===== config.mk =====
export PLATFORM = sky130hd
export DESIGN_NAME = avl_arbiter
export DESIGN_NICKNAME = d
export VERILOG_FILES = /design/src/rtl/avl_arbiter.sv
export SDC_FILE = /design/constraint.sdc
export NUM_CORES = 1
export LEC_CHECK = 0
export ABC_CLOCK_PERIOD_IN_PS = 7300
export CORE_AREA = 2 2 345 347
export CTS_CLUSTER_SIZE = 25
export DETAILED_ROUTE_END_ITERATION = 8
export DIE_AREA = 0 0 347 349
export PLACE_DENSITY = 0.3
export SLEW_MARGIN = 15
export SYNTH_ARGS = -nofsm -noshare
export SYNTH_HDL_FRONTEND = slang
export SYNTH_SLANG_ARGS = --single-unit

===== constraint.sdc =====
create_clock -name clk -period 7.3 [get_ports clk]
set_input_delay 1.46 -clock clk [delete_from_list [all_inputs] [get_ports clk]]
set_output_delay 1.46 -clock clk [all_outputs]
set_load 0.02 [all_outputs]

===== src/rtl/avl_arbiter.sv =====
// avl_arbiter: three-requester round-robin arbiter in front of an Avalon-MM
// DDR controller port. A requester owns the bus until it releases (unlocked
// and either a command accepted or nothing pending); outstanding reads are
// counted so read beats can be routed back and the bus drained before the
// next owner is granted.
module avl_arbiter (
  input  logic         clk,
  input  logic         reset,
  input  logic         local_init_done,
  input  logic         avl_wait_request_n,
  input  logic         avl_readdatavalid,
  input  logic [127:0] avl_readdata,
  output logic         avl_burstbegin,
  output logic [25:0]  avl_address,
  output logic [127:0] avl_writedata,
  output logic         avl_write,
  output logic         avl_read,
  input  logic [2:0]   req_valid,
  input  logic [2:0]   req_write,
  input  logic [2:0]   req_lock,
  input  logic [77:0]  req_address,
  input  logic [383:0] req_writedata,
  output logic [2:0]   req_ready,
  output logic [2:0]   rd_valid,
  output logic [127:0] rd_data,
  output logic [1:0]   owner,
  output logic         busy,
  output logic         protocol_err
);

  typedef enum logic [1:0] {
    IDLE  = 2'd0,
    OWN   = 2'd1,
    DRAIN = 2'd2
  } state_t;

  state_t      state_reg, state_next;
  logic [1:0]  owner_reg, owner_next;
  logic [1:0]  last_owner_reg, last_owner_next;
  logic [3:0]  outstanding_reg, outstanding_next;
  logic        protocol_err_reg, protocol_err_next;

  // Flattened per-requester buses unpacked into arrays for owner-indexed muxing.
  logic [25:0]  addr_arr  [3];
  logic [127:0] wdata_arr [3];

  genvar gi;
  generate
    for (gi = 0; gi < 3; gi++) begin : g_unpack
      assign addr_arr[gi]  = req_address[gi*26 +: 26];
      assign wdata_arr[gi] = req_writedata[gi*128 +: 128];
    end
  endgenerate

  logic       own;
  logic       sel_valid, sel_write, sel_lock;
  logic       accept;
  logic       inc, dec;
  logic [1:0] rr_first, rr_second, rr_third, rr_pick;

  // Round-robin candidate order starts just after the previous owner.
  always_comb begin
    rr_first  = (last_owner_reg == 2'd2) ? 2'd0 : last_owner_reg + 2'd1;
    rr_second = (rr_first == 2'd2) ? 2'd0 : rr_first + 2'd1;
    rr_third  = (rr_second == 2'd2) ? 2'd0 : rr_second + 2'd1;
    rr_pick   = rr_third;
    if (req_valid[rr_second]) rr_pick = rr_second;
    if (req_valid[rr_first])  rr_pick = rr_first;
  end

  // Command path: the owner's request is presented directly while in OWN;
  // reads are withheld once 15 are in flight so the counter cannot wrap.
  always_comb begin
    own            = (state_reg == OWN);
    sel_valid      = req_valid[owner_reg];
    sel_write      = req_write[owner_reg];
    sel_lock       = req_lock[owner_reg];
    avl_write      = own & sel_valid & sel_write;
    avl_read       = own & sel_valid & ~sel_write & (outstanding_reg != 4'd15);
    avl_burstbegin = avl_read | avl_write;
    accept         = avl_burstbegin & avl_wait_request_n;
    req_ready      = accept ? (3'b001 << owner_reg) : 3'b000;
    avl_address    = own ? addr_arr[owner_reg] : 26'd0;
    avl_writedata  = own ? wdata_arr[owner_reg] : 128'd0;
    rd_valid       = ((state_reg != IDLE) && avl_readdatavalid) ? (3'b001 << owner_reg) : 3'b000;
    rd_data        = avl_readdata;
    owner          = owner_reg;
    busy           = (state_reg != IDLE);
    protocol_err   = protocol_err_reg;
  end

  // Outstanding-read bookkeeping and the sticky stray-beat error.
  always_comb begin
    inc = accept & avl_read;
    dec = avl_readdatavalid & (outstanding_reg != 4'd0);
    outstanding_next = outstanding_reg;
    case ({inc, dec})
      2'b10:   outstanding_next = outstanding_reg + 4'd1;
      2'b01:   outstanding_next = outstanding_reg - 4'd1;
      default: outstanding_next = outstanding_reg;
    endcase
    protocol_err_next = protocol_err_reg | (avl_readdatavalid & (outstanding_reg == 4'd0));
  end

  // Next-state logic: grant in IDLE, release from OWN, wait out reads in DRAIN.
  always_comb begin
    state_next      = state_reg;
    owner_next      = owner_reg;
    last_owner_next = last_owner_reg;
    case (state_reg)
      IDLE: begin
        if (local_init_done && (|req_valid)) begin
          owner_next = rr_pick;
          state_next = OWN;
        end
      end
      OWN: begin
        if (!sel_lock && (accept || !sel_valid)) begin
          last_owner_next = owner_reg;
          state_next      = (outstanding_next != 4'd0) ? DRAIN : IDLE;
        end
      end
      DRAIN: begin
        if (outstanding_reg == 4'd0) state_next = IDLE;
      end
      default: state_next = IDLE;
    endcase
  end

  // State register; reset abandons any reads still in flight.
  always_ff @(posedge clk or posedge reset) begin
    if (reset) begin
      state_reg        <= IDLE;
      owner_reg        <= 2'd0;
      last_owner_reg   <= 2'd2;
      outstanding_reg  <= 4'd0;
      protocol_err_reg <= 1'b0;
    end else begin
      state_reg        <= state_next;
      owner_reg        <= owner_next;
      last_owner_reg   <= last_owner_next;
      outstanding_reg  <= outstanding_next;
      protocol_err_reg <= protocol_err_next;
    end
  end

endmodule


* Yosys cells after proc, flatten, opt, wreduce, memory -nomap -nowiden
Cells that the tools add are included.
Storage, ports and cells: word-level logic and storage cells 84, register bits 11, bits in writable memories 0, bits of input ports 604, memory bits (read-only) 0, memories kept 0, bits in latches 0, output and inout port bits 295
Operators by class: $add $sub $neg 5, div/mod/pow operators 0, bitwise gates (word level) 12, mux-type cells 31, multiply operators 0, reduce and logical (&&, ||, !) cells 15, equal/unequal tests 11, $lt $le $gt $ge 4, shift operators 1
Operators by type and width (number):
- 128-bit two-way mux | 3
- 128-bit binary-select mux with 2-bit select | 1
- 26-bit two-way mux | 3
- 26-bit binary-select mux with 2-bit select | 1
- 2-bit two-way mux | 9
- 1-bit binary-select mux with 2-bit select | 5
- 2-bit equality test (second input constant) | 5
- 2-bit by 3-bit < comparator with 1-bit output (second input constant) | 3
- 1-bit bitwise AND | 8
- 4-bit one-hot mux with 2 select lines | 1
- 4-bit nonzero test | 2
- 2-bit by 1-bit adder with 2-bit output (second input constant) | 3
- 3-bit two-way mux | 2
- 2-bit one-hot mux with 3 select lines | 1
- 1-bit two-way mux | 5
- 4-bit by 1-bit adder with 4-bit output (second input constant) | 1
- 2-bit by 1-bit equality test with 1-bit output (second input constant) | 2
- 4-bit zero test | 1
- 2-bit != test (second input constant) | 2
- 4-bit != test (second input constant) | 1
- 2-bit AND reduction | 2
- 4-bit by 1-bit subtractor with 4-bit output (second input constant) | 1
- 3-bit greater-or-equal comparator (second input constant) | 1
- 1-bit logical AND | 3
- 11 further kinds | 13

* Depth between registers and ports, before layout
depth after elaboration 14, depth in mapped cells 14, depth with buffers taken out 13

* Worst setup path after synthesis
No wires, ideal clock.
path type input-to-output, start point in req_write[2], end point out req_ready[0], arrival time 2.339 ns, path buffers 0, slack 3.501 ns, data required time 5.840 ns, stages on the path 4, cell sequence mux2i_1 -> o221ai_2 -> nand3_1 -> nor3_1
On the way: longest elaborated chain between the ends 8, elaborated cells between the ends (all ways) 9, classes of those cells mux (3); bitwise (6)
RTL lines:
- start: declaration | RTL line 19 | input logic [2:0] req_write,
- 1-bit binary-select mux with 2-bit select * | RTL line 76 | sel_write = req_write[owner_reg];
- 1-bit two-way mux (implied by the code) * | RTL line 76
- 1-bit inverter | RTL line 79 | avl_read = own & sel_valid & ~sel_write & (outstanding_reg != 4'd15);
- 1-bit bitwise AND (2 in series) | RTL line 79
- 1-bit bitwise OR * | RTL line 80 | avl_burstbegin = avl_read | avl_write;
- 1-bit bitwise AND * | RTL line 81 | accept = avl_burstbegin & avl_wait_request_n;
- 3-bit two-way mux * | RTL line 82 | req_ready = accept ? (3'b001 << owner_reg) : 3'b000;
- end: declaration | RTL line 23 | output logic [2:0] req_ready,
Mark *: on every way between the ends. The rest lies on a longest branch, timed or not. The select of a mux whose other input is x is not followed.

* Worst setup path in the final report
start point in req_valid[2], end point out avl_read
On the way: longest elaborated chain between the ends 5
RTL lines:
- start: declaration | RTL line 18 | input logic [2:0] req_valid,
- 1-bit binary-select mux with 2-bit select | RTL line 75 | sel_valid = req_valid[owner_reg];
- 1-bit two-way mux (implied by the code) | RTL line 75
- 1-bit bitwise AND (3 in series) | RTL line 79
- end: declaration | RTL line 17 | output logic avl_read,
Every way passes these cells. The select of a mux whose other input is x is not followed.

==> flow_summary.yaml <==
sta:
  grt_setup_unrepaired: "no"
  worst_pin_slew_ns: 0.977
  fin_hold_ws_ns: 0.462
  worst_clock_skew_ns: 0.00175
  hold_viol: 0
  slew_viol_final: 0
  fmax_mhz: 196
  finalSetupViolCount: 0
  setup_tns_ns: 0
  period_share_pct: 69.8
  maxSlewHeadroom_pct: 34.9
  min_period_ns: 5.10
drt:
  met3WireLength_um: 5080
  wl_per_cell_um: 19.1
  drc_errors: 0
  wl_met2_um: 26000
  finalWirelength_um: 55600
  vias: 8062
  drt_iter0_markers: 349
  viasPerCell: 2.78
  drt_first_pass_iters: 4
  ant_nets: 0
  top_layer: "met5"
  wl_met1_um: 23200
synthesis:
  yosys_warnings: 0
  syn_nets: 1517
  ys.flop_type: "dfrtp_1"
  synth_area_per_cell_um2: 6.13
  ys_seq_area_share_pct: 4.96
  synth_top_cell_by_area: "mux2i_1"
  synth_top_area_share_pct: 28.4
  synth.cell_area_um2: 5570
  ys_seq_elements: 11
  synth_edf_count: 0
  synthArstFlopShare_pct: 100
  synth_area_leaders: "mux2i_1 (28%), nor2_1 (22%), buf_4 (18%), a21oi_1 (14%), dfrtp_1 (4.5%)"
  synth_cell_types: 39
  synth_cells: 909
cts:
  clock_sinks: 11
  clock_path_buffers: 2
  cts_hold_buf: 0
  ctsResizeCount: 0
  htreeDepth: 1
  cts_setup_buffers: 0
  clk_pin_slew_ns: 0.04
  tritoncts: "yes"
  clockRootBuffer: "clkbuf_16"
  cts_buffers: 3
  insertion_delay_ns: 0.24
run_status:
  outcome: "completed"
pwr:
  leakagePower_uw: 0.00456
  power.density_nw_per_um2: 264
  ir_drop_mv: 0.255
critical_path:
  cp_slowest_cell: "a2bb2oi_1"
  crit_path_max_incr_delay_ns: 0.61
  reg2reg_depth: 13
  end_kind: "output port"
  path_class: "primary input to output port"
  worstPathArrival_ns: 3.64
  r2r_start: "owner[0]"
  crit_required_ns: 5.84
  endpoint: "avl_read"
  critPathMaxFanout: 4
  path_cells: "clkdlybuf4s50_1, mux2i_1, a2bb2oi_1, or2_1, nor3b_2, clkdlybuf4s50_1"
  critPathLaunchType: "primary input"
  r2r_slack_ns: 3.05
  cp.buffers_inverters: 2
  r2r-end: "state_reg[1]"
  cp_top_family: "buffers and inverters"
  crit_cells: 6
  startpoint: "req_valid[2]"
  crit_path_frequent_cell: "clkdlybuf4s50_1"
cells_and_area:
  drive_gt1_share_pct: 1.61
  layout.nets: 1972
  stdcell_count: 2902
  layout_common_cells: "clkdlybuf4s50_1 (642), nor2_1 (322), a21oi_1 (159), mux2i_1 (158)"
  postLayoutCoreUtil_pct: 10.9
  final_common_cell: "clkdlybuf4s50_1"
  areaGrowthSynthToFinish_pct: 130
  final_area_um2: 12800
  largest_reg_flops: 4
place:
  gp_congestion: 0.813
  dp_hpwl_um: 48800
  io_buffers: 642
  placed_cells: 2895
  dpl_cell_area_um2: 12700
global_routing:
  grt_use_total_pct: 8.51
  grt_pass1_wl_um: 72600
  grt_pass1_vias: 8578
  antenna_found_initial: 18
  grt_max_degree: 158
  grt-ovfl-total: 0
die:
  rows: 126
  die_w_um: 347
  initial_utilization_pct: 4.75
  io_pins: 899
  dieArea_um2: 121000
  floorplan.die.height_um: 349
  core_um2: 117000
hold_path:
  hold_class: "flip-flop to flip-flop"
job:
  drv_cap: 0
## metal layers
layer | vias up | global-route usage, %
li1 | 3798 | -
met2 | 486 | 14.4
met4 | 6 | 1.54
met1 | 3674 | 10.4
met3 | 98 | 3.09
met5 | - | 0
## worst reg2reg max path, stage by stage, from the launching register on
cell and delay, ns:
dfrtp_4 0.71, nor2b_4 0.27, buf_12 0.50, a2bb2oi_1 0.44, or2_1 0.38, nor3b_2 0.23
nand2_1 0.17, ha_1 0.30, ha_1 0.35, a21oi_1 0.11, a211o_1 0.31, nand3_1 0.11
nand3_1 0.08, a21o_1 0.18
## metrics by stage
stage / setup WS, ns / power [uW]
final: 2.20 / 3390
after global routing: 2.04 / 3700
after CTS: 2.12 / 3500
after detailed placement: 2.11 / 3380
after global placement: 2.12 / 3370
after floorplan: 3.50 / 2050
## how the worst min path moves through the flow
stage,startpoint,end,slack [ns],depth (start not counted)
floorplan,outstanding_reg[2],outstanding_reg[2],0.51,2
global placement,protocol_err,protocol_err,0.46,1
detailed placement,protocol_err,protocol_err,0.45,1
CTS,protocol_err,protocol_err,0.47,1
global route,protocol_err,protocol_err,0.50,1
finish,protocol_err,protocol_err,0.46,1
## cells in the mapped netlist, types with 2 or more instances
library cell  number
a21o_1             3
a21oi_1          159
a31oi_1            2
buf_1              8
buf_2             37
buf_4            130
clkbuf_1          23
dfrtp_1           10
ha_1               3
inv_1              8
mux2_4             2
mux2i_1          158
nand2_1            7
nand2b_1           3
nand3_1            5
nor2_1           322
nor2b_1            2
nor3_1             3
o21ai_0            4
## report_power, final
| group | internal [uW] | switching [uW] |
|---|---|---|
| Sequential | 97.0 | 115 |
| Combinational | 1300 | 1780 |
| Clock | 73.3 | 26.2 |
| Total | 1470 | 1920 |
## cells by family (layout without fill, tap and decap cells)
group | Yosys count | after routing | synth area share [%]
AND/OR/NAND/NOR | 349 | 349 | 24.6
buffers and inverters | 208 | 662 | 23.7
AO/OA/AOI/OAI | 175 | 175 | 16.4
multiplexers | 160 | 160 | 28.9
flip-flops | 11 | 11 | 4.96
adder cells (fa/ha/maj) | 4 | 4 | 1.03
XOR/XNOR | 2 | 2 | 0.314
other | 0 | 3 | 0
## area by class of cell
class                           instances  area (um2)
Fill cell                           13691      105000
Timing Repair Buffer                  650        6520
Multi-Input combinational cell        690        3990
Tap cell                             1536        1920
Sequential cell                        11         284
Clock buffer                            4        78.8
Inverter                                8        30.0
Antenna cell                            3        7.51
Power figures use the tool's default switching activity.
==> RTL edit 1: new RTL, config.mk and constraints unchanged <==
The 3 states of `state_t` get a one-hot encoding in 3 bits.
--- a/src/rtl/avl_arbiter.sv
+++ b/src/rtl/avl_arbiter.sv
@@ -29,8 +29,8 @@
 );
 
-  typedef enum logic [1:0] {
-    IDLE  = 2'd0,
-    OWN   = 2'd1,
-    DRAIN = 2'd2
+  typedef enum logic [2:0] {
+    IDLE  = 3'b001,
+    OWN   = 3'b010,
+    DRAIN = 3'b100
   } state_t;
 
Function: same outputs for any inputs over 4 cycles, from zero or initial values and one cycle with reset high; so few cycles prove little.
==> RTL edit 1 against the unedited design <==
Sequential share of layout area up 0.18 points. Critical path depth increased by 1. Sequential cell count is 1 higher. Power is 15% lower. Clock power increased by 14%. Setup slack lost 490 ps. Wire length grew 18%. Core utilization up 0.091 points. Area after synthesis grew 0.63%. Global-route usage rose by 1.6 points. Cell area grew 0.83%. Critical endpoint unchanged. Largest cell class unchanged.
==> RTL edit 1: results (changes against the unedited design) <==
post_drt_wl_per_cell_um: 22.4  # +17%
antenna_found_initial: 54  # +36
grt_pass1_vias: 8981  # +4.7%
cp.arrival_ps: 4130  # +490 ps
fin_cells: 2923  # +0.72%
first_iter_violations: 446  # +28%
grt_usage: 0.101  # +0.0161
dp.final_hpwl_um: 57500  # +18%
ys_dominant_reg_cell: "dfrtp_1"
drive_gt1_frac: 0.0182  # +0.00201
tightest_slew_ps: 1010  # +38.4 ps
place_ws_ps: 1690  # -419 ps
synth_common_cells: "nor2_1, a21oi_1, mux2i_1"
syn_nets: 1524  # +0.46%
place_congestion: 0.784  # -3.5%
worst_path_largest_cell_delay_ps: 660  # +50 ps
synth_area_leaders: "mux2i_1, nor2_1, buf_4"
skew_ps: 2.81  # +1.06 ps
fin_nets: 1986  # +0.71%
cp_slowest_cell: "o2bb2ai_1"
status: "complete, no violations"
vias: 8562  # +6.2%
grt_pass1_wl_um: 84400  # +16%
ys_seq_area_frac: 0.0540  # +0.00437
synth.distinct_cells: 43  # +10%
dpl_cell_area_um2: 12800  # +0.62%
grt_max_degree: 77  # -51%
dr.pass1.iters: 6  # +2
netlist_instances: 916  # +0.77%
irDropWorstVdd_mv: 0.177  # -31%
io_buffers: 642  # unchanged
p_leak_nw: 4.44  # -2.6%
hp-class: "reg -> reg"
worstPathMaxFanout: 5  # +1
placedCellCount: 2909  # +0.48%
[RTL edit 1: changes by cell type in the layout (fill, tap and decap cells not counted), moves of 3 or more]
cell and change:
buf_12 -3, buf_4 +9, diode_2 +7, nand3_1 -3
nor2_1 -4
[RTL edit 1: logic make-up after synthesis]
kind of cell	after synthesis	synth area share
adders and majority gates	4	0.0103
and+or+nand+nor	351	0.247
buffers and inverters	206	0.228
xor gates and xnor gates	3	0.00469
muxes	162	0.290
AOI/OAI and AO/OA	178	0.166
DFF	12	0.0540
[RTL edit 1: power by group]
part	internal, mW	switching [mW]
clock network	0.0829	0.0304
logic	1.06	1.46
registers	0.105	0.130
total	1.25	1.62
[RTL edit 1: routing by layer]
metal | GRT usage | share of wire
met2 | 0.155 | 0.43
met5 | 0 | 0.0035
met4 | 0.0283 | 0.030
met3 | 0.0607 | 0.13
met1 | 0.118 | 0.40
[RTL edit 1: area by class of cell]
cell class | count | area (µm²)
repair buffers | 656 | 6530
well taps | 1536 | 1920
inverters | 7 | 26.3
multi-input cells | 698 | 4040
clock buffers | 4 | 88.8
flip-flops and latches | 12 | 310
diodes | 10 | 25.0
fillers | 13600 | 105000
[RTL edit 1: worst paths after layout]
path                           endpoint          from  cells after the start  slack, ps
min reg2reg                protocol_err  protocol_err                      1        470
min in group asynchronous  protocol_err         reset                      2       1540
max reg2reg                state_reg[0]      owner[1]                     14       2530
max                            avl_read  req_valid[1]                      7       1710
max in group asynchronous      owner[0]         reset                      2       5370
min                        protocol_err  protocol_err                      1        470
==> RTL edit 2: new RTL, same settings <==
Without the edit above. Register the output `protocol_err`, with the module's reset; this adds one clock of latency there. The other outputs are not delayed to match.
--- a/src/rtl/avl_arbiter.sv
+++ b/src/rtl/avl_arbiter.sv
@@ -34,4 +34,6 @@
     DRAIN = 2'd2
   } state_t;
+
+  logic protocol_err_d;
 
   state_t      state_reg, state_next;
@@ -87,5 +89,5 @@
     owner          = owner_reg;
     busy           = (state_reg != IDLE);
-    protocol_err   = protocol_err_reg;
+    protocol_err_d = protocol_err_reg;
   end
 
@@ -145,4 +147,12 @@
   end
 
+  always_ff @(posedge clk or posedge reset) begin
+    if (reset) begin
+      protocol_err <= '0;
+    end else begin
+      protocol_err <= protocol_err_d;
+    end
+  end
+
 endmodule
 
Function: changed (a bounded check fails within 4 cycles, from zero or initial values and one cycle with reset high).
==> RTL edit 2 against the unedited design <==
Cell area up 0.49%. Critical endpoint unchanged. Register-to-register slack worse by 80 ps. Sequential cell count up 1. Setup slack worse by 250 ps. Area after synthesis up 0.45%. Wire length up 19%. Critical path type unchanged. Count of clock-buffer cells in the layout unchanged. Power up 1.4%. Highest routed layer unchanged.
==> RTL edit 2: results (changes against the unedited design) <==
final_core_util: 0.110  # +0.000532
irDropWorstVdd_mv: 0.126  # -50%
drt-met1-wl_um: 26000  # +12%
seqCellArea_um2: 309  # +8.8%
hp-class: "reg -> reg"
p_int_mw: 1.48  # +0.74%
placedCellCount: 2901  # +0.21%
antenna_found_initial: 46  # +28
synth_area_leaders: "mux2i_1, nor2_1, buf_4"
skew_ps: 1.57  # -0.180 ps
place_ws_ps: 1890  # -224 ps
grt_pass1_wl_um: 84000  # +16%
status: "complete, no violations"
fin_total_pwr_mw: 3.43  # +1.4%
dpl_cell_area_um2: 12800  # +0.29%
cp_slowest_cell: "clkdlybuf4s50_1"
fillers: 13700  # -0.18%
drive_gt1_frac: 0.0205  # +0.00431
grt_usage: 0.101  # +0.0163
avgSynthCellArea_um2: 6.15  # +0.34%
seq_power_mw: 0.234  # +10%
cp.arrival_ps: 3890  # +250 ps
worstPathMaxFanout: 5  # +1
wl_um: 65900  # +19%
wl_met2_um: 29800  # +15%
p_clk_frac: 0.033  # +0.004
dr.pass1.iters: 5  # +1
post_drt_wl_per_cell_um: 22.6  # +18%
place_congestion: 0.846  # +4.1%
topRoutingLayerUsed: "met5"
dr_wl_met3_um: 8500  # +67%
layout.nonclk_buf_frac: 0.507  # -0.00150
dp.final_hpwl_um: 57900  # +18%
clock_area_frac: 0.00689  # +0.000746
grt_max_degree: 64  # -59%
avgViaCountPerCell: 2.92  # +4.9%
worst_path_largest_cell_delay_ps: 720  # +110 ps
fin_nets: 1978  # +0.30%
diodes: 9  # +6
cpLargestDelayFamily: "buffers and inverters"
first_iter_violations: 465  # +33%
synth_common_cells: "nor2_1, a21oi_1, mux2i_1"
design.seq.count: 12  # +1
synth_warnings: 0  # unchanged
ys_async_sr_fraction: 1.00  # unchanged
syn_nets: 1518  # +0.066%
p_leak_nw: 4.65  # +1.9%
tightest_slew_ps: 902  # -74.3 ps
largest_reg_flops: 4  # unchanged
ys_seq_area_frac: 0.0539  # +0.00425
nNonClkBuffers: 655  # +0.77%
grt_pass1_vias: 8945  # +4.3%
cts_max_level: 1  # unchanged
RTL edit 2: final timing paths:
| path | startpoint | end | slack, ps | cells after the start |
|---|---|---|---|---|
| setup / recovery | req_valid[1] | avl_read | 1950 | 6 |
| hold / removal | protocol_err_d | protocol_err | 380 | 0 |
| setup reg to reg | owner[1] | state_reg[1] | 2970 | 13 |
| hold reg to reg | protocol_err_d | protocol_err | 380 | 0 |
| max in group asynchronous | reset | owner[0] | 5360 | 2 |
| min in group asynchronous | reset | owner[1] | 1560 | 2 |
RTL edit 2: kinds of logic after synthesis:
kind of cell	Yosys count	share of synthesized area
adders and majority gates	4	0.0103
and+or+nand+nor	349	0.245
AOI/OAI and AO/OA	175	0.163
xor gates and xnor gates	2	0.00313
muxes	160	0.288
DFF	12	0.0539
buffers and inverters	208	0.236
RTL edit 2: layer usage:
layer | track usage | vias to the layer above
met4 | 0.0186 | 32
met1 | 0.115 | 3903
met3 | 0.0593 | 130
li1 | - | 3829
met5 | 0 | -
met2 | 0.165 | 602
